==> config.mk <==
export PLATFORM = sky130hd
export DESIGN_NAME = mwpipe
export DESIGN_NICKNAME = d
export VERILOG_FILES = /design/src/rtl/mwpipe_pkg.sv /design/src/rtl/mwpipe_pipe_reg.sv /design/src/rtl/mwpipe.sv
export SDC_FILE = /design/constraint.sdc
export NUM_CORES = 1
export LEC_CHECK = 0
export ABC_AREA = 0
export CORE_AREA = 2 2 207 209
export DETAILED_ROUTE_END_ITERATION = 7
export DIE_AREA = 0 0 209 211
export GPL_TIMING_DRIVEN = 1
export PLACE_DENSITY = 0.53
export SYNTH_ARGS = -nofsm -noshare
export SYNTH_HDL_FRONTEND = slang
export SYNTH_HIERARCHICAL = 1
export SYNTH_SLANG_ARGS = --single-unit
==> constraint.sdc <==
create_clock -name clk -period 10.85 [get_ports clk]
set_clock_uncertainty 0.2 [all_clocks]
set_input_delay 3.255 -clock clk [delete_from_list [all_inputs] [get_ports clk]]
set_output_delay 3.255 -clock clk [all_outputs]
set_load 0.03 [all_outputs]
==> src/rtl/mwpipe_pkg.sv <==
// Shared pipeline definitions for the processor's inter-stage registers.
// Holds the default data-path and register-index widths so every pipeline
// register agrees on them, plus a helper that sizes the memory->writeback
// bundle (regw, regmem, dest index, ALU result, read data).
package mwpipe_pkg;

  localparam int PIPE_DATA_W  = 128;
  localparam int PIPE_RADDR_W = 4;

  // Two control bits + destination index + two data words.
  function automatic int mw_bundle_w(input int data_w, input int raddr_w);
    return 2 + raddr_w + 2 * data_w;
  endfunction

endpackage

==> src/rtl/mwpipe_pipe_reg.sv <==
// pipe_reg: generic pipeline register.
//   clk  - rising-edge clock
//   rst  - async active-high reset, clears q to zero
//   hold - 1 = keep q, 0 = load d
//   d    - next-stage data in (W bits)
//   q    - registered data out (W bits)
module pipe_reg #(
  parameter int W = 1
) (
  input  logic         clk,
  input  logic         rst,
  input  logic         hold,
  input  logic [W-1:0] d,
  output logic [W-1:0] q
);

  always_ff @(posedge clk or posedge rst) begin
    if (rst)        q <= '0;
    else if (!hold) q <= d;
  end

endmodule

==> src/rtl/mwpipe.sv <==
// mwpipe: memory -> writeback pipeline register.
//   clk, rst          - clock, async active-high reset (reset = bubble, all 0)
//   stall_W           - 1 = hold writeback contents, 0 = load memory stage
//   regw_M/regmem_M   - register-write enable / writeback source select
//   regScr_M          - destination register index (RADDR_W)
//   ALUrslt_M         - ALU/vector result (DATA_W)
//   readdata_M        - data memory read data (DATA_W)
//   *_W               - the same fields, registered
// All fields share one register so a stall can never split them.
module mwpipe
  import mwpipe_pkg::*;
#(
  parameter int DATA_W  = PIPE_DATA_W,
  parameter int RADDR_W = PIPE_RADDR_W
) (
  input  logic               clk,
  input  logic               rst,
  input  logic               stall_W,
  input  logic               regw_M,
  input  logic               regmem_M,
  input  logic [RADDR_W-1:0] regScr_M,
  input  logic [DATA_W-1:0]  ALUrslt_M,
  input  logic [DATA_W-1:0]  readdata_M,
  output logic               regw_W,
  output logic               regmem_W,
  output logic [RADDR_W-1:0] regScr_W,
  output logic [DATA_W-1:0]  ALUrslt_W,
  output logic [DATA_W-1:0]  readdata_W
);

  localparam int BW = mw_bundle_w(DATA_W, RADDR_W);

  logic [BW-1:0] bundle_m;
  logic [BW-1:0] bundle_w;

  assign bundle_m = {regw_M, regmem_M, regScr_M, ALUrslt_M, readdata_M};

  pipe_reg #(.W(BW)) u_mw_reg (
    .clk  (clk),
    .rst  (rst),
    .hold (stall_W),
    .d    (bundle_m),
    .q    (bundle_w)
  );

  // Pure wiring: outputs come straight off the register bits.
  assign {regw_W, regmem_W, regScr_W, ALUrslt_W, readdata_W} = bundle_w;

endmodule

==> key figures <==
Layout
  • Number of flip-flops in the largest register: roughly 260
  • Biggest regs: u_mw_reg/q x262
  • Top reg by flops: u_mw_reg/q
  • Finished Layout Cells: 1655
  • Nets: ~1400
  • Layout cells sized above 1: 28.4%
  • Area Overhead vs Synth: 65.5%

Run status
  • Status: finished clean

Drt
  • First-pass DRT Iterations: 4
  • WL/cell: 19.6 um
  • Vias: ~6700
  • Drt drc: 0
  • Drt via density: a little over 4
  • Drt first-iter violations: roughly 270
  • Post-route ant nets: 0
  • Total Wirelength: 32400 um

Worst hold path
  • Hold Path Stages: 1
  • Worst hold path class: reg -> reg
  • Worst Hold End: u_mw_reg/q[184]
  • HP Start: u_mw_reg/q[184]

Place
  • DP HPWL: about 23000 um
  • Routability cong.: between 0.7 and 0.8
  • DP Worst Slack: 5.41 ns
  • Placed insts: between 1500 and 2000
  • # port buffers: ~530

Power
  • Leakage dissipation: 7.51 nW
  • Peak supply drop: 132 uV
  • PD cells: approximately 170 nW/um^2

Floorplanning
  • Core ar.: roughly 42000 um^2
  • Die X: roughly 210 um
  • Die Height: about 210 um
  • Initial Util: 25.1%
  • Cell Rows: 75
  • IO Count: around 530
  • Die ar.: between 40000 and 50000 um^2

Timing
  • Max Slew Vio Count: 0
  • Final Worst Setup Slack: about 5.7 ns
  • Peak Freq: 195 MHz
  • Worst Max-Slew Pin Slew: roughly 1.2 ns
  • RSZ-0062 raised after global routing: false
  • Setup TNS: 0 ns
  • Final setup viols: 0
  • Fin. Hold Viols: 0
  • Final hold slack: 0.303 ns
  • Final Cycle Share: between 40% and 50%
  • Max-Slew Margin vs Limit: about a fifth
  • Minimum clock period: 5.12 ns

Synth
  • Post-Syn Area: 10500 um^2
  • Register bit count reported by yosys: 262
  • Largest family of logic cells by synthesized area: multiplexers
  • Mapped Cells: roughly 550
  • Netlist cell types: 6
  • Mapped Avg Cell Area: between 15 and 20 um^2
  • Xor/xnor share of the synthesized area: 0%
  • Area leader, netlist: dfrtp_1
  • Mux cell area share after synthesis: 34.7%
  • Synth Area in Adders: 0%
  • Yosys warning total: 6
  • Post-synthesis sequential area ratio: between 60 and 70%
  • Area share of the largest cell type after synthesis: a little over three fifths
  • Compound-Gate Fraction of Synth Area: 0%
  • Dominant cells by area after synthesis: dfrtp_1, mux2_4, mux2_2
  • Mapped Nets: 819
  • Post-synthesis simple-gate area fraction: 0%

Worst setup path
  • Crit path DAT: around 1.7 ns
  • Worst path required time: 7.40 ns
  • Max incr delay on CP: ~0.77 ns
  • Worst path slowest cell: clkdlybuf4s50_1
  • Reg-to-reg endpoint: u_mw_reg/q[153]
  • RR Startpoint: u_mw_reg/q[153]
  • WP buf/inv: 1
  • Crit path max-delay family: buffers and inverters
  • Worst setup EP type: output pin
  • Kind of critical path: reg -> out
  • R2R Setup Slk: just under 10 ns
  • CP Max Fanout: 2
  • CP Cell Sequence: clkdlybuf4s50_1
  • Reg2Reg Depth: 1
  • Startpoint Class: register

Job
  • Max_cap viols: 0

Clocking
  • Root Buffer: clkbuf_16
  • Htree depth: 2
  • Clock sink total: approximately 260
  • Num CTS Buffers: 34
  • Hold_buf cts: 0
  • Post-CTS sizing: 0
  • Post-CTS setup repair buffer count: 0
  • CTS tree: yes
  • CTS clk-pin slew, worst paths: 0.06 ns
  • CTS Buffer Depth: 3
  • Worst skew pair latency: between 0.5 and 0.6 ns

Global route
  • First-pass GRT wire length: approximately 48000 um
  • Vias in the first global route: 7305
  • Largest net degree at the start of global routing: around 140
  • Initial antenna violation count: 2
  • Grt total ovfl: 0
  • Gr usage total: about 14%
==> through the flow <==
step / instance area (um^2) / power, mW / util, %
floorplan: 10500 / 1.52 / -
global placement: 16200 / 1.87 / 38.8
detailed placement: 16200 / 1.87 / 38.8
CTS: 17300 / 3.03 / 41.5
global route: 17300 / 3.11 / 41.5
finish: 17300 / 2.97 / 41.5
==> synthesized netlist by cell type <==
master	number
dfrtp_1	262
mux2_4	180
mux2_2	82
buf_6	21
buf_2	8
inv_1	1
==> power breakdown <==
group          internal [mW]  leakage (nW)  switching, mW
combinational          0.374          3.89          0.344
sequential              1.08          3.06         0.0548
clock                  0.699         0.549          0.425
total                   2.15          7.51          0.824
==> placed cells by master, fill, tap and decap left out <==
master	instances
clkinv_2	2
clkbuf_8	8
buf_8	1
mux2_2	82
clkbuf_1	11
inv_8	1
clkinvlp_4	1
diode_2	1
buf_12	2
bufinv_16	1
clkdlybuf4s50_1	525
clkbuf_16	37
mux2_4	180
buf_4	2
dfrtp_1	262
==> per-layer routing <==
metal	wire (um)	global-route usage, %	vias to the layer above
li1	-	-	3029
met1	12500	16.9	3346
met2	16500	24.7	276
met3	2700	5.07	42
met4	689	5.15	0
met5	0	0	-
==> layout make-up <==
| cell class | count | area [um^2] |
|---|---|---|
| tap | 539 | 674 |
| multi-input combinational | 262 | 3630 |
| antenna | 1 | 2.50 |
| timing repair buffer | 530 | 5330 |
| fill | 3873 | 24400 |
| inverter | 1 | 11.3 |
| sequential | 262 | 6560 |
| clock inverter | 4 | 47.5 |
| clock buffer | 56 | 1080 |
==> how the worst max path moves through the flow <==
| stage | from | endpoint | cells past startpoint |
|---|---|---|---|
| after floorplan | rst | u_mw_reg/q[0] | 1 |
| after global placement | stall_W | u_mw_reg/q[173] | 3 |
| after detailed placement | stall_W | u_mw_reg/q[154] | 3 |
| after CTS | u_mw_reg/q[164] | ALUrslt_W[36] | 1 |
| after global routing | u_mw_reg/q[159] | ALUrslt_W[31] | 1 |
| final | u_mw_reg/q[164] | ALUrslt_W[36] | 1 |
==> cell families after synthesis <==
family / after synthesis
multiplexers: 262
flip-flops: 262
buffers and inverters: 30
(Power assumes the default switching activity.)
